==> src/rtl/udp_pkg.sv <==
// Shared Ethernet/UDP definitions: receive FSM states and framing/CRC constants.
package udp_pkg;

  typedef enum logic [1:0] {
    ST_IDLE     = 2'd0,
    ST_PREAMBLE = 2'd1,
    ST_FRAME    = 2'd2,
    ST_DROP     = 2'd3
  } rx_state_t;

  localparam logic [7:0]  ETH_PREAMBLE  = 8'h55;
  localparam logic [7:0]  ETH_SFD       = 8'hD5;
  localparam logic [31:0] CRC32_POLY    = 32'hEDB88320;
  localparam logic [31:0] CRC32_RESIDUE = 32'hDEBB20E3;

endpackage

==> src/rtl/crc32_d8.sv <==
// Combinational CRC-32 step over one byte, reflected polynomial, LSB first.
module crc32_d8
  import udp_pkg::*;
(
  input  logic [31:0] crc_in,
  input  logic [7:0]  data,
  output logic [31:0] crc_out
);

  logic [31:0] c;

  always_comb begin
    c = crc_in;
    for (int i = 0; i < 8; i++) begin
      if (c[0] ^ data[i]) c = (c >> 1) ^ CRC32_POLY;
      else                c = c >> 1;
    end
    crc_out = c;
  end

endmodule

==> src/rtl/eth_rx_framer.sv <==
// GMII receive framer: preamble/SFD detect, FCS strip via 5-byte delay line,
// CRC-32 / length / rx_er checks flagged on the last emitted byte.
module eth_rx_framer
  import udp_pkg::*;
#(
  parameter int MIN_FRAME = 64,
  parameter int MAX_FRAME = 1518
) (
  input  logic       clk,
  input  logic       rst,
  input  logic [7:0] rx_data,
  input  logic       rx_dv,
  input  logic       rx_er,
  output logic [7:0] out_data,
  output logic       out_valid,
  output logic       out_last,
  output logic       out_err
);

  localparam int CW = $clog2(MAX_FRAME + 2);
  localparam logic [CW-1:0] CNT_MAX = CW'(MAX_FRAME);
  localparam logic [CW-1:0] CNT_SAT = CW'(MAX_FRAME + 1);
  localparam logic [CW-1:0] CNT_MIN = CW'(MIN_FRAME);
  localparam logic [2:0]    DL_FULL = 3'd5;

  rx_state_t       state_q, state_d;
  logic [CW-1:0]   cnt_q, cnt_d;
  logic [4:0][7:0] dl_q, dl_d;
  logic [2:0]      fill_q, fill_d;
  logic [31:0]     crc_q, crc_d, crc_nxt;
  logic            err_q, err_d;
  logic [7:0]      out_data_q, out_data_d;
  logic            out_valid_q, out_valid_d;
  logic            out_last_q, out_last_d;
  logic            out_err_q, out_err_d;

  crc32_d8 u_crc (
    .crc_in  (crc_q),
    .data    (rx_data),
    .crc_out (crc_nxt)
  );

  always_comb begin
    state_d     = state_q;
    cnt_d       = cnt_q;
    dl_d        = dl_q;
    fill_d      = fill_q;
    crc_d       = crc_q;
    err_d       = err_q;
    out_data_d  = out_data_q;
    out_valid_d = 1'b0;
    out_last_d  = 1'b0;
    out_err_d   = 1'b0;
    unique case (state_q)
      ST_IDLE: begin
        if (rx_dv)
          state_d = (rx_data == ETH_PREAMBLE) ? ST_PREAMBLE : ST_DROP;
      end
      ST_PREAMBLE: begin
        if (!rx_dv) begin
          state_d = ST_IDLE;
        end else if (rx_data == ETH_SFD) begin
          state_d = ST_FRAME;
          crc_d   = '1;
          cnt_d   = '0;
          fill_d  = '0;
          err_d   = 1'b0;
        end else if (rx_data != ETH_PREAMBLE) begin
          state_d = ST_DROP;
        end
      end
      ST_FRAME: begin
        if (rx_dv) begin
          crc_d = crc_nxt;
          dl_d  = {dl_q[3:0], rx_data};
          if (cnt_q != CNT_SAT) cnt_d = cnt_q + CW'(1);
          if (fill_q != DL_FULL) fill_d = fill_q + 3'd1;
          if (rx_er) err_d = 1'b1;
          if (fill_q == DL_FULL) begin
            out_valid_d = 1'b1;
            out_data_d  = dl_q[4];
          end
          // Oversize: close the frame on the byte that crosses the limit
          if (cnt_q == CNT_MAX) begin
            state_d = ST_DROP;
            if (fill_q == DL_FULL) begin
              out_last_d = 1'b1;
              out_err_d  = 1'b1;
            end
          end
        end else begin
          state_d = ST_IDLE;
          if (fill_q == DL_FULL) begin
            out_valid_d = 1'b1;
            out_data_d  = dl_q[4];
            out_last_d  = 1'b1;
            out_err_d   = (crc_q != CRC32_RESIDUE) | err_q
                        | (cnt_q < CNT_MIN);
          end
        end
      end
      ST_DROP: begin
        if (!rx_dv) state_d = ST_IDLE;
      end
      default: state_d = ST_IDLE;
    endcase
  end

  always_ff @(posedge clk) begin
    if (rst) begin
      state_q     <= ST_IDLE;
      cnt_q       <= '0;
      dl_q        <= '0;
      fill_q      <= '0;
      crc_q       <= '1;
      err_q       <= 1'b0;
      out_data_q  <= 8'h00;
      out_valid_q <= 1'b0;
      out_last_q  <= 1'b0;
      out_err_q   <= 1'b0;
    end else begin
      state_q     <= state_d;
      cnt_q       <= cnt_d;
      dl_q        <= dl_d;
      fill_q      <= fill_d;
      crc_q       <= crc_d;
      err_q       <= err_d;
      out_data_q  <= out_data_d;
      out_valid_q <= out_valid_d;
      out_last_q  <= out_last_d;
      out_err_q   <= out_err_d;
    end
  end

  assign out_data  = out_data_q;
  assign out_valid = out_valid_q;
  assign out_last  = out_last_q;
  assign out_err   = out_err_q;

endmodule
==> config.mk <==
export PLATFORM = sky130hd
export DESIGN_NAME = eth_rx_framer
export DESIGN_NICKNAME = d
export VERILOG_FILES = /design/src/rtl/udp_pkg.sv /design/src/rtl/crc32_d8.sv /design/src/rtl/eth_rx_framer.sv
export SDC_FILE = /design/constraint.sdc
export NUM_CORES = 1
export LEC_CHECK = 0
export CORE_MARGIN = 4
export CORE_UTILIZATION = 60
export DETAILED_ROUTE_END_ITERATION = 12
export PLACE_DENSITY = 0.76
export SKIP_CTS_REPAIR_TIMING = 1
export SYNTH_ARGS = -nofsm -noshare
export SYNTH_HDL_FRONTEND = slang
export SYNTH_HIERARCHICAL = 1
export SYNTH_SLANG_ARGS = --single-unit
==> constraint.sdc <==
create_clock -name clk -period 2.99 [get_ports clk]
set_input_delay 0.7475 -clock clk [delete_from_list [all_inputs] [get_ports clk]]
set_output_delay 0.7475 -clock clk [all_outputs]
set_load 0.03 [all_outputs]
==> results of run 1 <==
## cells in the mapped netlist, types with 4 or more instances
cell / instances
sky130_fd_sc_hd__a31oi_1: 5
sky130_fd_sc_hd__nor3_1: 7
sky130_fd_sc_hd__or4_1: 35
sky130_fd_sc_hd__buf_2: 15
sky130_fd_sc_hd__and3_1: 5
sky130_fd_sc_hd__xnor2_2: 5
sky130_fd_sc_hd__a21oi_1: 55
sky130_fd_sc_hd__o31a_1: 33
sky130_fd_sc_hd__dfxtp_1: 100
sky130_fd_sc_hd__xnor2_1: 43
sky130_fd_sc_hd__xor2_1: 12
sky130_fd_sc_hd__xor2_2: 5
sky130_fd_sc_hd__clkbuf_1: 19
sky130_fd_sc_hd__nand2_1: 112
sky130_fd_sc_hd__nand4_1: 4
sky130_fd_sc_hd__ha_1: 4
sky130_fd_sc_hd__nand3_1: 21
sky130_fd_sc_hd__inv_1: 4
sky130_fd_sc_hd__nor2_1: 5
## state kept, by name (all words and copies together), names as in the netlist
signal     cells
fill_q         3
crc_q         32
dl_q          40
state_q        2
cnt_q         11
out_err        1
err_q          1
out_last       1
out_valid      1
out_data       8
## worst max-delay path by stage
stage,start,end,slack (ns),cells after the start
2_1_floorplan,rx_data[7],crc_q[20],0.24,6
3_3_place_gp,rx_data[1],crc_q[23],-0.16,7
3_5_place_dp,rx_data[1],crc_q[20],-0.21,7
4_1_cts,rx_data[1],crc_q[20],0.17,7
5_1_grt,rx_data[0],crc_q[20],0.009,7
6_report,rx_data[1],crc_q[20],0.16,7
## cell type report
type | instances | area share
Clock buffer | 9 | 0.0224
Clock inverter | 7 | 0.0170
Sequential cell | 100 | 0.363
Timing Repair Buffer | 58 | 0.0907
Tap cell | 102 | 0.0231
Inverter | 5 | 0.00340
Multi-Input combinational cell | 395 | 0.480
## where the power goes
group | internal, mW | switching, mW | leakage (nW)
registers | 1.37 | 0.0424 | 0.810
clock network | 0.410 | 0.514 | 0.107
logic | 0.368 | 0.332 | 0.974
## per-layer routing
layer,track usage,vias up,part of all wire
li1,-,1956,-
met1,0.300,1852,0.46
met2,0.375,68,0.48
met3,0.0438,16,0.039
met4,0.0788,0,0.017
met5,0,-,0
## critical path, cell delays in order
cell	delay, ns
sky130_fd_sc_hd__clkdlybuf4s50_1	0.55
sky130_fd_sc_hd__xnor2_4	0.23
sky130_fd_sc_hd__buf_4	0.18
sky130_fd_sc_hd__xnor2_1	0.36
sky130_fd_sc_hd__xor3_1	0.39
sky130_fd_sc_hd__or4_1	0.52
sky130_fd_sc_hd__o31a_1	0.12
## per-stage QoR
stage	std cells	area (sq um)
after floorplan	535	4830
after global placement	660	5300
after detailed placement	660	5300
after CTS	676	5520
after global routing	676	5520
final	676	5520
## layout by cell type (no fill, tap or decap), types with 7 or more instances in the layout
cell,Yosys,routed
sky130_fd_sc_hd__clkbuf_8,0,9
sky130_fd_sc_hd__a21oi_1,55,55
sky130_fd_sc_hd__or4_1,35,35
sky130_fd_sc_hd__clkdlybuf4s50_1,0,21
sky130_fd_sc_hd__dfxtp_1,100,100
sky130_fd_sc_hd__o31a_1,33,33
sky130_fd_sc_hd__nor3_1,7,7
sky130_fd_sc_hd__xnor2_1,43,43
sky130_fd_sc_hd__nand3_1,21,21
sky130_fd_sc_hd__xor2_1,12,12
sky130_fd_sc_hd__nand2_1,112,112
sky130_fd_sc_hd__buf_4,0,36
## cells by family (layout without fill, tap and decap cells)
family / count (synthesis) / count (layout) / synth area share
AO/OA/AOI/OAI: 109 / 109 / 0.151
XOR/XNOR: 70 / 70 / 0.159
adder cells (fa/ha/maj): 4 / 4 / 0.0104
buffers and inverters: 40 / 79 / 0.0365
flip-flops: 100 / 100 / 0.415
multiplexers: 1 / 1 / 0.00207
AND/OR/NAND/NOR: 211 / 211 / 0.226
==> flow_summary.rst, run 1 <==
.. list-table::
   :header-rows: 1

   * - Metric
     - Value
   * - Utilization after layout
     - 0.710
   * - Width of the die
     - 97.7 um
   * - Crit path capture type
     - flop
   * - Multi-input gate area
     - 0.00265 sq mm
   * - Buffers added on ports
     - 22
   * - Maximum number of pins on one net before global-route repair
     - 56
   * - Top fanout value on the critical path
     - 4
   * - Global-route wire length before repair
     - 18.0 mm
   * - Distinct cell type count of the synthesized netlist
     - 57
   * - Site Rows
     - 32
   * - Outcome
     - complete, no violations
   * - Register area share after synthesis
     - 0.415
   * - Worst setup SP type
     - input port
   * - Static leakage power
     - 1.89 nW
   * - Count of filler cells inserted in the layout
     - 650
   * - Final routed DRC violation total
     - 0
   * - Setup TNS
     - 0 ns
   * - GRT Residual Overflow
     - 0
   * - Reg2Reg Capture Point
     - crc_q[20]
   * - Routed WL
     - 10.6 mm
   * - Synthesized area
     - 0.00483 sq mm
   * - Prevailing post-synth register cell
     - sky130_fd_sc_hd__dfxtp_1
   * - Depth of the worst register-to-register path
     - 6
   * - Die height
     - 97.7 um
   * - Number of flops mapped to enable cells by yosys
     - 0
   * - FFs w/ async S/R, synth
     - 0
   * - Starting DRC count in detailed routing
     - 215
   * - Slew @ Worst Pin
     - 0.568 ns
   * - Signed area change from the synthesized netlist to the final layout
     - 14.2%
   * - YS warnings
     - 6
   * - Reg-to-reg slack, setup
     - 0.70 ns
   * - Top-Level Pins
     - 23
   * - Worst hold path endpoint
     - dl_q[17]
   * - Count of endpoints failing setup in the final report
     - 0
   * - HPWL reported at the end of detailed placement
     - 7.21 mm
   * - Register area
     - 0.00200 sq mm
   * - Number of H-tree levels
     - 3
   * - Max-slew violations
     - 0
   * - Share of cells above drive strength 1
     - 0.129
   * - Net count after synthesis
     - 551
   * - Required time of the critical path
     - 3.26 ns
   * - Initial core utilization
     - 0.622
   * - Net count, final
     - 585
   * - Min cycle time layout
     - 2.83 ns
   * - Number of detailed-route iterations in the first pass
     - 4
   * - Max-Cap Viols
     - 0
   * - Final Cycle Share
     - 0.946
   * - Crit Path Class
     - input port to flop
   * - Vias in the first global route
     - 3702
   * - Num Clock Sinks
     - 100
   * - Global placer's final weighted congestion
     - 0.922
   * - #FFs+latches synth
     - 100
   * - TritonCTS clock tree
     - yes
   * - Avg Synthesized Cell Area
     - 9.03 sq um
   * - Hold violation count in the final report
     - 0
   * - Routed length per instance
     - 15.6 um
   * - Reg clk slew, reported paths
     - 0.11 ns
   * - Vias after detailed routing
     - 3892
   * - Portion of synthesized cell area occupied by the leading cell type
     - 0.415
   * - Total die area
     - 0.00955 sq mm
   * - Remaining number of nets flagged by the antenna check after routing
     - 0
   * - PnR worst setup slack
     - 0.162 ns
   * - Rel. slew slack
     - 0.620
   * - Clock Skew
     - 0.0100 ns
   * - Overall global routing resource usage
     - 0.228
   * - Cells after Synth
     - 535
   * - Type of the tightest min-delay check
     - flop to flop
   * - Unrepaired setup endpoints after global routing
     - no
   * - Total Power Consumption
     - 3.04 mW
   * - Root Buffer
     - sky130_fd_sc_hd__clkbuf_8
   * - Initial antenna violation count
     - 0
   * - Max IR drop VDD
     - 414 uV
   * - Hold Path Depth
     - 2
   * - Clock insertion delay at the later pin of the skew report
     - 0.38 ns
   * - TritonCTS buffer count
     - 9
   * - Diode insertion count for antenna repair
     - 0
   * - Pre-CTS setup slack
     - -0.213 ns
   * - Core Area
     - 0.00777 sq mm
   * - Ratio of total power to cell area
     - 550 mW/mm^2
   * - Arrival time of the worst setup path
     - 3.10 ns
   * - Clock Path Buffers
     - 2
   * - Biggest area consumer among synthesized cells
     - sky130_fd_sc_hd__dfxtp_1
   * - Max Clk Rate
     - 0.354 GHz
   * - Reg2Reg Launch Point
     - crc_q[0]
   * - Via-to-Cell Ratio
     - 5.76
   * - Worst hold margin
     - 0.453 ns
   * - Hold path start
     - dl_q[9]
   * - Cells taking the most area after synthesis
     - sky130_fd_sc_hd__dfxtp_1 41%, sky130_fd_sc_hd__nand2_1 8.7%, sky130_fd_sc_hd__xnor2_1 7.8%, sky130_fd_sc_hd__o31a_1 6.0%, sky130_fd_sc_hd__a21oi_1 5.7%
Power figures use the tool's default switching activity.
==> inputs of run 2 (changes only) <==
--- a/config.mk
+++ b/config.mk
@@ -8,9 +8,9 @@
 export CORE_MARGIN = 4
 export CORE_UTILIZATION = 60
 export DETAILED_ROUTE_END_ITERATION = 12
-export PLACE_DENSITY = 0.76
+export HOLD_SLACK_MARGIN = 0.08
+export PLACE_DENSITY = 0.77
 export SKIP_CTS_REPAIR_TIMING = 1
 export SYNTH_ARGS = -nofsm -noshare
 export SYNTH_HDL_FRONTEND = slang
-export SYNTH_HIERARCHICAL = 1
 export SYNTH_SLANG_ARGS = --single-unit
==> flow_summary.rst, run 2 <==
.. list-table::
   :header-rows: 1

   * - Metric
     - Value
   * - Net count, final
     - 562
   * - Biggest registers after layout
     - dl_q x40, crc_q x32, cnt_q x11
   * - Top fanout value on the critical path
     - 8
   * - Reg2Reg Launch Point
     - cnt_q[5]
   * - Crit path capture type
     - flop
   * - Initial core utilization
     - 0.626
   * - Most frequent cells in the layout
     - 104 x sky130_fd_sc_hd__nand2_1, 100 x sky130_fd_sc_hd__dfxtp_1, 54 x sky130_fd_sc_hd__a21oi_1
   * - Synthesized area
     - 0.00459 sq mm
   * - FFs w/ async S/R, synth
     - 0
   * - Number of H-tree levels
     - 3
   * - Type of the tightest min-delay check
     - flop to flop
   * - Slew @ Worst Pin
     - 0.783 ns
   * - Most instantiated library cell after synthesis
     - sky130_fd_sc_hd__nand2_1
   * - Highest routed layer
     - met4
   * - Unrepaired setup endpoints after global routing
     - no
   * - Commonest non-fill, non-tap cell in the layout
     - sky130_fd_sc_hd__nand2_1
   * - Clock insertion delay at the later pin of the skew report
     - 0.36 ns
   * - Arrival time of the worst setup path
     - 2.91 ns
   * - Ratio of total power to cell area
     - 560 mW/mm^2
   * - Met3 wire len
     - 481 um
   * - Final std cell area, no fill
     - 0.00521 sq mm
   * - Share of cells above drive strength 1
     - 0.120
   * - Cells taking the most area after synthesis
     - sky130_fd_sc_hd__dfxtp_1 44%, sky130_fd_sc_hd__xnor2_1 9.4%, sky130_fd_sc_hd__nand2_1 8.6%, sky130_fd_sc_hd__a21oi_1 5.9%, sky130_fd_sc_hd__nand2b_1 3.8%
   * - YS warnings
     - 0
   * - Reg-to-reg slack, setup
     - 0.90 ns
   * - TritonCTS buffer count
     - 9
   * - Biggest area consumer among synthesized cells
     - sky130_fd_sc_hd__dfxtp_1
   * - Placed standard-cell area
     - 0.00502 sq mm
   * - Register area share after synthesis
     - 0.436
   * - Routed length on met2
     - 4.39 mm
   * - Setup TNS
     - 0 ns
   * - Total die area
     - 0.00911 sq mm
   * - Num Clock Sinks
     - 100
   * - Count of filler cells inserted in the layout
     - 562
   * - Reg2Reg Capture Point
     - out_err
   * - PnR worst setup slack
     - 0.356 ns
   * - Cells after Synth
     - 516
   * - Avg Synthesized Cell Area
     - 8.89 sq um
   * - Register area
     - 0.00200 sq mm
   * - Cell-internal power
     - 2.04 mW
   * - Overall global routing resource usage
     - 0.228
   * - Initial antenna violation count
     - 0
   * - Pre-CTS setup slack
     - 0.0488 ns
   * - Vias after detailed routing
     - 3549
   * - Maximum number of pins on one net before global-route repair
     - 45
   * - Routed length per instance
     - 14.8 um
   * - Routed WL
     - 9.62 mm
   * - #FFs+latches synth
     - 100
   * - Prevailing post-synth register cell
     - sky130_fd_sc_hd__dfxtp_1
   * - Width of the die
     - 95.4 um
   * - Global placer's final weighted congestion
     - 0.888
   * - Vias in the first global route
     - 3364
   * - Count of endpoints failing setup in the final report
     - 0
   * - Signed area change from the synthesized netlist to the final layout
     - 13.5%
   * - Distinct cell type count of the synthesized netlist
     - 49
   * - Site Rows
     - 31
   * - Power share of the combinational group
     - 0.235
   * - Max-Cap Viols
     - 0
   * - Largest register FFs
     - 40
   * - Multi-input gate area
     - 0.00246 sq mm
   * - Min cycle time layout
     - 2.63 ns
   * - Top-Level Pins
     - 23
   * - Most frequent cells after synthesis
     - 105 x sky130_fd_sc_hd__nand2_1, 100 x sky130_fd_sc_hd__dfxtp_1, 54 x sky130_fd_sc_hd__a21oi_1
   * - Final routed DRC violation total
     - 0
   * - Worst hold margin
     - 0.453 ns
   * - Root Buffer
     - sky130_fd_sc_hd__clkbuf_8
   * - CP Launch Point
     - rx_data[0]
   * - Portion of synthesized cell area occupied by the leading cell type
     - 0.436
   * - Max-slew violations
     - 0
   * - Global-route wire length before repair
     - 16.2 mm
   * - Max IR drop VDD
     - 368 uV
   * - Worst setup SP type
     - input port
   * - Metal1 wirelength
     - 4.64 mm
   * - Net switching power figure
     - 0.882 mW
   * - Reg clk slew, reported paths
     - 0.11 ns
   * - Crit Path Class
     - input port to flop
   * - Remaining number of nets flagged by the antenna check after routing
     - 0
   * - Max Clk Rate
     - 0.380 GHz
   * - Diode insertion count for antenna repair
     - 0
   * - Die height
     - 95.4 um
   * - Outcome
     - complete, no violations
   * - Hold violation count in the final report
     - 0
   * - TritonCTS clock tree
     - yes
   * - Share of power burned in registers
     - 0.483
   * - Number of detailed-route iterations in the first pass
     - 4
   * - Switching share of power
     - 0.302
   * - HPWL reported at the end of detailed placement
     - 6.78 mm
   * - GRT Residual Overflow
     - 0
   * - Number of flops mapped to enable cells by yosys
     - 0
   * - Core Area
     - 0.00733 sq mm
   * - Clock share of power
     - 0.282
   * - Clock Path Buffers
     - 2
   * - Buffers added on ports
     - 22
   * - Final Cycle Share
     - 0.881
   * - Clock Skew
     - 0.0116 ns
   * - Static leakage power
     - 1.82 nW
   * - Net count after synthesis
     - 532
   * - Starting DRC count in detailed routing
     - 227
   * - Via-to-Cell Ratio
     - 5.46
   * - Depth of the worst register-to-register path
     - 5
   * - Termination of the worst setup path
     - crc_q[20]
   * - Required time of the critical path
     - 3.27 ns
   * - Rel. slew slack
     - 0.474
   * - Most flop-heavy register
     - dl_q
-- run 2: cell count changes after synthesis, moves of 4 or more --
cell                       previous run  this run
sky130_fd_sc_hd__or4_1               35         1
sky130_fd_sc_hd__nand3_1             21         5
sky130_fd_sc_hd__nand2b_1             1        28
sky130_fd_sc_hd__xor2_1              12        16
sky130_fd_sc_hd__o31a_1              33         0
sky130_fd_sc_hd__xor2_2               5         1
sky130_fd_sc_hd__clkbuf_1            19        28
sky130_fd_sc_hd__a31oi_1              5         1
sky130_fd_sc_hd__buf_2               15         0
sky130_fd_sc_hd__o22ai_1              1        27
sky130_fd_sc_hd__nand2_1            112       105
sky130_fd_sc_hd__nor2_1               5        17
sky130_fd_sc_hd__xnor2_1             43        49
-- run 2: power by group through the flow --
stage	Clock [mW]	Combinational (mW)	Sequential, mW
2_1_floorplan	0	0.522	1.43
5_1_grt	0.902	0.740	1.41
3_3_place_gp	0	0.674	1.44
6_report	0.823	0.686	1.41
3_5_place_dp	0	0.674	1.44
4_1_cts	0.841	0.684	1.41
-- run 2: critical path: stages --
cell and delay [ns]:
sky130_fd_sc_hd__clkdlybuf4s50_1 0.54, sky130_fd_sc_hd__xnor2_4 0.27, sky130_fd_sc_hd__xnor2_1 0.66, sky130_fd_sc_hd__or2_2 0.24, sky130_fd_sc_hd__a2bb2oi_2 0.16, sky130_fd_sc_hd__o22ai_1 0.11
sky130_fd_sc_hd__nor3_1 0.19
-- run 2: worst min-delay path by stage --
stage / end / startpoint / cells past startpoint / slack (ns)
4_1_cts: dl_q[33] / dl_q[25] / 2 / 0.45
6_report: dl_q[33] / dl_q[25] / 2 / 0.45
3_5_place_dp: out_data[4] / dl_q[36] / 2 / 0.44
3_3_place_gp: out_data[1] / dl_q[33] / 2 / 0.44
2_1_floorplan: dl_q[10] / dl_q[2] / 2 / 0.43
5_1_grt: out_data[0] / out_data[0] / 2 / 0.48
-- run 2: logic make-up after synthesis --
| kind of cell | after synthesis | synth area share |
|---|---|---|
| AO/OA/AOI/OAI | 99 | 0.127 |
| XOR/XNOR | 79 | 0.185 |
| adder cells (fa/ha/maj) | 4 | 0.0109 |
| buffers and inverters | 35 | 0.0286 |
| flip-flops | 100 | 0.436 |
| AND/OR/NAND/NOR | 199 | 0.212 |
-- run 2: final cells by class --
cell class                      count  share of cell area
Sequential cell                   100               0.384
Clock inverter                      7              0.0125
Inverter                            5             0.00360
Clock buffer                        9              0.0238
Tap cell                           99              0.0238
Multi-Input combinational cell    381               0.472
Timing Repair Buffer               49              0.0802
-- run 2: per-stage QoR --
stage                     std cells   util  total power [mW]
after floorplan                 516      -              1.95
after global placement          634  0.685              2.11
after detailed placement        634  0.685              2.11
after CTS                       650  0.711              2.93
after global routing            650  0.711              3.06
final                           650  0.711              2.92
-- run 2: per-layer routing --
layer  vias to the layer above  track usage
met4                         0       0.0711
met3                         8       0.0371
met2                        69        0.346
met1                      1671        0.331
li1                       1801            -
met5                         -            0
==> inputs of run 3 (changes only) <==
--- a/config.mk
+++ b/config.mk
@@ -6,10 +6,11 @@
 export NUM_CORES = 1
 export LEC_CHECK = 0
 export CORE_MARGIN = 4
-export CORE_UTILIZATION = 60
+export CORE_UTILIZATION = 62
+export CTS_BUF_LIST = sky130_fd_sc_hd__clkbuf_8
 export DETAILED_ROUTE_END_ITERATION = 12
 export HOLD_SLACK_MARGIN = 0.08
-export PLACE_DENSITY = 0.77
+export PLACE_DENSITY = 0.79
 export SKIP_CTS_REPAIR_TIMING = 1
 export SYNTH_ARGS = -nofsm -noshare
 export SYNTH_HDL_FRONTEND = slang
==> flow_summary.rst, run 3 (synthesized netlist as in run 2, its figures left out) <==
.. list-table::
   :header-rows: 1

   * - Metric
     - Value
   * - Outcome
     - complete, no violations
   * - Maximum number of pins on one net before global-route repair
     - 49
   * - Reg clk slew, reported paths
     - 0.12 ns
   * - Core Area
     - 0.00721 sq mm
   * - Multi-input gate area
     - 0.00246 sq mm
   * - Min cycle time layout
     - 2.64 ns
   * - Number of H-tree levels
     - 3
   * - Clock Path Buffers
     - 2
   * - Slowest cell delay on critical path
     - 0.64 ns
   * - Clock Skew
     - 0.0125 ns
   * - Worst hold margin
     - 0.457 ns
   * - TritonCTS buffer count
     - 9
   * - Via-to-Cell Ratio
     - 5.59
   * - Max IR drop VDD
     - 283 uV
   * - Register area
     - 0.00200 sq mm
   * - Count of endpoints failing setup in the final report
     - 0
   * - Met3 wire len
     - 515 um
   * - Die height
     - 94.0 um
   * - Routed length per instance
     - 15.5 um
   * - Number of detailed-route iterations in the first pass
     - 5
   * - Remaining number of nets flagged by the antenna check after routing
     - 0
   * - Unrepaired setup endpoints after global routing
     - no
   * - Arrival time of the worst setup path
     - 2.90 ns
   * - Setup TNS
     - 0 ns
   * - Global placer's final weighted congestion
     - 0.895
   * - Root Buffer
     - sky130_fd_sc_hd__clkbuf_8
   * - Buffers added on ports
     - 22
   * - Clock insertion delay at the later pin of the skew report
     - 0.38 ns
   * - Overall global routing resource usage
     - 0.241
   * - Static leakage power
     - 1.81 nW
   * - Ratio of total power to cell area
     - 570 mW/mm^2
   * - Final Cycle Share
     - 0.883
   * - Most flop-heavy register
     - dl_q
   * - Vias after detailed routing
     - 3613
   * - Share of cells above drive strength 1
     - 0.113
   * - Routed WL
     - 10.0 mm
   * - Top fanout value on the critical path
     - 8
   * - Net count, final
     - 558
   * - TritonCTS clock tree
     - yes
   * - Metal1 wirelength
     - 4.69 mm
   * - Max-Cap Viols
     - 0
   * - PnR worst setup slack
     - 0.351 ns
   * - Most frequent cells in the layout
     - 104 x sky130_fd_sc_hd__nand2_1, 100 x sky130_fd_sc_hd__dfxtp_1, 54 x sky130_fd_sc_hd__a21oi_1
   * - Count of filler cells inserted in the layout
     - 542
   * - Final routed DRC violation total
     - 0
   * - Slew @ Worst Pin
     - 0.763 ns
   * - Initial antenna violation count
     - 0
   * - Crit path capture type
     - flop
   * - Critical Path Slowest Stage Cell
     - sky130_fd_sc_hd__xnor2_1
   * - Required time of the critical path
     - 3.25 ns
   * - HPWL reported at the end of detailed placement
     - 6.95 mm
   * - Width of the die
     - 94.0 um
   * - Biggest registers after layout
     - dl_q x40, crc_q x32, cnt_q x11
   * - Commonest non-fill, non-tap cell in the layout
     - sky130_fd_sc_hd__nand2_1
   * - Routed length on met2
     - 4.66 mm
   * - Starting DRC count in detailed routing
     - 208
   * - Rel. slew slack
     - 0.488
   * - Signed area change from the synthesized netlist to the final layout
     - 14.0%
   * - Type of the tightest min-delay check
     - flop to flop
   * - Highest routed layer
     - met4
   * - Crit Path Class
     - input port to flop
   * - GRT Residual Overflow
     - 0
   * - Pre-CTS setup slack
     - 0.0276 ns
   * - Total die area
     - 0.00884 sq mm
   * - Vias in the first global route
     - 3478
   * - Max-slew violations
     - 0
   * - Initial core utilization
     - 0.636
   * - Top-Level Pins
     - 23
   * - Diode insertion count for antenna repair
     - 0
   * - Max Clk Rate
     - 0.379 GHz
   * - Num Clock Sinks
     - 100
   * - Site Rows
     - 31
   * - Ordered cell list for the critical path
     - clkdlybuf4s50_1 > buf_4 > xnor2_4 > xnor2_1 > nand2b_1 > o41ai_1 > nor3_1
   * - Worst setup SP type
     - input port
   * - Global-route wire length before repair
     - 16.9 mm
   * - Largest register FFs
     - 40
   * - Hold violation count in the final report
     - 0
==> run 3: cell types whose count changed in the layout (fill, tap and decap cells not counted), sizes merged <==
cell	change
buf	-4
clkinv	+3
inv	-3
==> run 3: stage by stage <==
| step | area, sq um | instances | power [mW] | utilization |
|---|---|---|---|---|
| floorplan | 4590 | 516 | 1.95 | - |
| global placement | 5010 | 630 | 2.10 | 0.695 |
| detailed placement | 5010 | 630 | 2.11 | 0.695 |
| CTS | 5230 | 646 | 2.98 | 0.725 |
| global route | 5230 | 646 | 3.11 | 0.725 |
| finish | 5230 | 646 | 2.98 | 0.725 |
==> run 3: worst max-delay path: cells and delay by family <==
| family | cells | cell delay (ns) |
|---|---|---|
| buffers and inverters | 2 | 0.62 |
| AOI/OAI and AO/OA | 1 | 0.39 |
| xor gates and xnor gates | 2 | 0.84 |
| and+or+nand+nor | 2 | 0.29 |
==> run 3: metal layers <==
layer | GRT usage | up-vias
li1 | - | 1791
met1 | 0.336 | 1701
met2 | 0.378 | 102
met3 | 0.0409 | 19
met4 | 0.0854 | 0
met5 | 0 | -
==> run 3: report_power, final <==
group | internal, mW | total [mW] | switching, mW | leakage, nW
Sequential | 1.37 | 1.41 | 0.0419 | 0.810
Combinational | 0.341 | 0.686 | 0.345 | 0.895
Clock | 0.340 | 0.883 | 0.543 | 0.107
==> run 3: cell type report <==
| cell class | count | area share |
|---|---|---|
| repair buffers | 45 | 0.0789 |
| clock inverters | 7 | 0.0179 |
| clock buffers | 9 | 0.0237 |
| multi-input cells | 381 | 0.470 |
| well taps | 99 | 0.0237 |
| flip-flops and latches | 100 | 0.383 |
| inverters | 5 | 0.00359 |
==> run 3: worst paths after layout <==
kind	from	endpoint	slack [ns]	depth (start not counted)
max reg2reg	crc_q[3]	crc_q[23]	0.91	6
min reg2reg	dl_q[2]	dl_q[10]	0.46	2
min	dl_q[2]	dl_q[10]	0.46	2
max	rx_data[0]	crc_q[20]	0.35	7
==> patch 1: new RTL, flow settings as in run 2 <==
Register the input `rx_data` before use, with the module's reset. The logic sees it one clock later. The other inputs are not delayed to match.
--- a/src/rtl/eth_rx_framer.sv
+++ b/src/rtl/eth_rx_framer.sv
@@ -24,4 +24,14 @@
   localparam logic [2:0]    DL_FULL = 3'd5;
 
+  logic [7:0] rx_data_q;
+
+  always_ff @(posedge clk) begin
+    if (rst) begin
+      rx_data_q <= '0;
+    end else begin
+      rx_data_q <= rx_data;
+    end
+  end
+
   rx_state_t       state_q, state_d;
   logic [CW-1:0]   cnt_q, cnt_d;
@@ -37,5 +47,5 @@
   crc32_d8 u_crc (
     .crc_in  (crc_q),
-    .data    (rx_data),
+    .data    (rx_data_q),
     .crc_out (crc_nxt)
   );
@@ -55,10 +65,10 @@
       ST_IDLE: begin
         if (rx_dv)
-          state_d = (rx_data == ETH_PREAMBLE) ? ST_PREAMBLE : ST_DROP;
+          state_d = (rx_data_q == ETH_PREAMBLE) ? ST_PREAMBLE : ST_DROP;
       end
       ST_PREAMBLE: begin
         if (!rx_dv) begin
           state_d = ST_IDLE;
-        end else if (rx_data == ETH_SFD) begin
+        end else if (rx_data_q == ETH_SFD) begin
           state_d = ST_FRAME;
           crc_d   = '1;
@@ -66,5 +76,5 @@
           fill_d  = '0;
           err_d   = 1'b0;
-        end else if (rx_data != ETH_PREAMBLE) begin
+        end else if (rx_data_q != ETH_PREAMBLE) begin
           state_d = ST_DROP;
         end
@@ -73,5 +83,5 @@
         if (rx_dv) begin
           crc_d = crc_nxt;
-          dl_d  = {dl_q[3:0], rx_data};
+          dl_d  = {dl_q[3:0], rx_data_q};
           if (cnt_q != CNT_SAT) cnt_d = cnt_q + CW'(1);
           if (fill_q != DL_FULL) fill_d = fill_q + 3'd1;
Check against the original RTL: not equivalent (Yosys sat finds a counterexample within 10 cycles, from zero or initial values and one cycle with rst high).
==> patch 1 against run 2 <==
Synthesized area grew 3.9%. Critical path type is now reg -> reg. Power grew 1.1%. Worst setup slack gained 0.21 ns. Clock power grew 1%. Sequential cell count grew 8. Final area grew 0.24%. Sequential power grew 9%. Highest routed layer unchanged. Wire length shrank 4.0%. Via count shrank 1.9%.
==> patch 1: results (changes against run 2) <==
combPwrFrac_pct: 19.9  # -3.6 points
vias: 3482  # -1.9%
placed_cell_area_um2: 5040  # +0.40%
ys_seq_area_share_pct: 45.35  # +1.7 points
wire_per_inst_um: 14.68  # -0.78%
place.gp.congestion: 0.8668  # -2.4%
cp_max_fo: 18  # +10
synth_xor_area_share_pct: 17.56  # -0.98 points
synthTopCellsByArea: "dfxtp_1 45%, xnor2_1 8.8%, nand2_1 8.3%"
fmax_mhz: 411.8  # +8.5%
dr.first_iter.drc_count: 152  # -33%
timing.rr.start: "rx_data_q[5]$_SDFF_PP0_"
timing.rr.end: "crc_q[27]$_SDFFE_PP1P_"
synth.mux.area_fraction_pct: 0.2362  # +0.24 points
holdWs_ns: 0.4475  # -0.005573 ns
startpoint: "rx_data_q[5]$_SDFF_PP0_"
switching_share_pct: 29.25  # -0.96 points
status: "complete, no violations"
power_leakage_nw: 1.781  # -1.9%
r2r_setup_slack_ns: 0.56  # -0.34 ns
path_class: "reg -> reg"
grt_max_degree: 59  # +31%
whs_endpoint: "dl_q[24]$_SDFFE_PP0P_"
place_worst_setup_slack_ns: 0.5925  # +0.5437 ns
fin_skew_ns: 0.01347  # +0.001920 ns
place_hpwl_mm: 6.427  # -5.3%
peakVddDrop_mv: 0.2858  # -22%
nNetsFinal: 538  # -4.3%
synth_compound_area_share_pct: 13.70  # +0.99 points
grt.total_usage_pct: 20.57  # -2.2 points
grt_pass1_wl_mm: 15.97  # -1.5%
drive_above_1_share_pct: 8.729  # -3.2 points
worst_pin_slew_ns: 0.8359  # +0.05301 ns
comb_power_w: 0.000588  # -14%
synth_commonest_cells: "108 x dfxtp_1, 105 x nand2_1, 50 x a21oi_1"
min_from: "dl_q[16]$_SDFFE_PP0P_"
==> patch 1: cell count changes after synthesis, sizes merged, moves of 5 or more <==
cell | run 2 | this run
o22ai | 27 | 14
dfxtp | 100 | 108
nor2b | 2 | 9
nand2b | 28 | 15
clkbuf | 28 | 23
a2bb2oi | 3 | 17
==> patch 1: per-stage QoR <==
stage	std cells	util, %
3_3_place_gp	613	65.22
4_1_cts	629	67.57
3_5_place_dp	613	65.22
6_report	629	67.57
5_1_grt	629	67.57
2_1_floorplan	512	-
==> patch 1: per-layer routing <==
layer	global-route usage, %	wire (um)
met1	27.43	4350
met2	33.28	4348
met3	5.169	409
met4	5.616	128
met5	0	0
==> patch 1: layout make-up <==
cell class	instances	area [um2]	area share, %
multi-input combinational	370	2459	47.09
tap	102	127.6	2.444
timing repair buffer	28	272.8	5.224
clock inverter	6	53.80	1.030
clock buffer	10	127.6	2.444
inverter	5	18.77	0.3595
sequential	108	2162	41.41
==> patch 2: new RTL, config.mk and constraints of run 2 <==
Made on the original files. The parameter `MIN_FRAME` goes from 64 to 32.
--- a/src/rtl/eth_rx_framer.sv
+++ b/src/rtl/eth_rx_framer.sv
@@ -4,5 +4,5 @@
   import udp_pkg::*;
 #(
-  parameter int MIN_FRAME = 64,
+  parameter int MIN_FRAME = 32,
   parameter int MAX_FRAME = 1518
 ) (
Check against the original RTL: no difference found for any inputs over 4 cycles, from zero or initial values and one cycle with rst high; that may be too few to reach the edited logic, so the function may still have changed.
==> patch 2 against run 2 <==
Synthesized area down 1.9%. Power down 3.4%. Largest cell class unchanged. Worst hold slack better by 0.00070 ns. Final area down 1.9%. Sequential cell count unchanged. Combinational power down 12%. Clock skew down 0.0050 ns. Global-route usage down 0.31 points. Critical path type unchanged. Wire length down 1.9%. Worst setup slack better by 0.16 ns. Sequential share of layout area up 0.73 points. Critical endpoint is now cnt_q[3]$_SDFFE_PP0P_.
==> patch 2: results (changes against run 2) <==
place_worst_setup_slack_ns: 0.1311  # +0.08230 ns
io_buffers: 22  # unchanged
bufAreaShareNonClock_pct: 8.029  # about the same
core_um2: 7253  # -1.1%
synth_fa_ha_area_share_pct: 1.112  # +0.021 points
cp_slowest_cell: "clkdlybuf4s50_1"
met3_length_um: 562  # +17%
dp.cells: 607  # -4.3%
fin_skew_ns: 0.006574  # -0.004980 ns
inverters_excl_clock: 2  # -3
first_global_vias: 3219  # -4.3%
grt_pass1_wl_mm: 15.61  # -3.7%
status: "complete, no violations"
m1WireLength_mm: 4.522  # -2.6%
synthTopCellsByArea: "dfxtp_1 44%, xnor2_1 10%, nand2_1 8.7%"
vias: 3434  # -3.2%
synth_xor_area_share_pct: 19.02  # +0.47 points
buffers: 43  # -12%
cp_slowest_stage_delay_ns: 0.54  # -0.12 ns
seq_share_pct: 39.17  # +0.73 points
ys_seq_area_share_pct: 44.48  # +0.85 points
r2r_setup_slack_ns: 0.93  # +0.03 ns
syn_nets: 508  # -4.5%
whs_endpoint: "dl_q[22]$_SDFFE_PP0P_"
cp_max_fo: 7  # -1
synth_compound_area_share_pct: 13.09  # +0.39 points
drive_above_1_share_pct: 9.924  # -2.1 points
synth_cell_types: 45  # -8.2%
fillers: 610  # +8.5%
route.met2.wl_mm: 4.288  # -2.4%
grt.total_usage_pct: 22.45  # -0.31 points
min_from: "dl_q[14]$_SDFFE_PP0P_"
grt_max_degree: 54  # +20%
place_hpwl_mm: 6.718  # -0.98%
cp_top_family: "simple AND/OR/NAND/NOR gates"
synth_commonest_cells: "104 x nand2_1, 100 x dfxtp_1, 52 x a21oi_1, 52 x xnor2_1, 24 x clkbuf_1"
placed_cell_area_um2: 4930  # -1.8%
worst_pin_slew_ns: 0.7076  # -0.07524 ns
wire_per_inst_um: 15.14  # +2.3%
dr.first_iter.drc_count: 219  # -3.5%
place.gp.congestion: 0.8461  # -4.7%
peakVddDrop_mv: 0.3029  # -18%
instances_no_fill: 623  # -4.2%
timing.rr.start: "fill_q[0]$_SDFFE_PP0P_"
synth.mux.area_fraction_pct: 0.2224  # +0.22 points
worst-endpoint-arrival_ns: 2.74  # -0.17 ns
patch 2: changes by cell type after synthesis, moves of 3 or more:
| cell | run 2 | this run |
|---|---|---|
| or2_2 | 3 | 0 |
| o22ai_1 | 27 | 13 |
| nand4bb_1 | 1 | 4 |
| xnor2_1 | 49 | 52 |
| buf_2 | 0 | 3 |
| nor2_1 | 17 | 20 |
| clkbuf_1 | 28 | 24 |
| and3_1 | 4 | 1 |
| a2bb2oi_1 | 2 | 17 |
| inv_1 | 5 | 2 |
| o21ai_0 | 3 | 0 |
| nand2b_1 | 28 | 19 |
patch 2: through the flow:
step                      hold WS, ns  util [%]
after floorplan                0.4321         -
after global placement         0.4362     67.97
after detailed placement       0.4424     67.97
after CTS                      0.4546     70.47
after global routing           0.4735     70.47
final                          0.4538     70.47
patch 2: worst max-delay path by stage:
stage / from / to / slack, ns / cells after the start
final: rx_data[5] / cnt_q[3]$_SDFFE_PP0P_ / 0.51 / 6
after global routing: rx_data[5] / cnt_q[1]$_SDFFE_PP0P_ / 0.39 / 6
after CTS: rx_data[5] / cnt_q[3]$_SDFFE_PP0P_ / 0.53 / 6
after detailed placement: rx_data[5] / cnt_q[3]$_SDFFE_PP0P_ / 0.13 / 6
after global placement: rx_data[3] / crc_q[19]$_SDFFE_PP1P_ / 0.17 / 7
after floorplan: rx_data[4] / crc_q[21]$_SDFFE_PP1P_ / 0.72 / 5
patch 2: report_power, final:
group | internal (W) | switching (W) | leakage, nW
Sequential | 0.00137 | 0.0000401 | 0.810
Combinational | 0.000306 | 0.000297 | 0.843
Clock | 0.000314 | 0.000494 | 0.0881
Total | 0.00199 | 0.000831 | 1.74
patch 2: per-layer routing:
metal  up-vias  global-route usage (%)
li1       1722                       -
met3         5                   4.622
met5         -                       0
met1      1628                   31.54
met2        79                   35.64
met4         0                   5.168
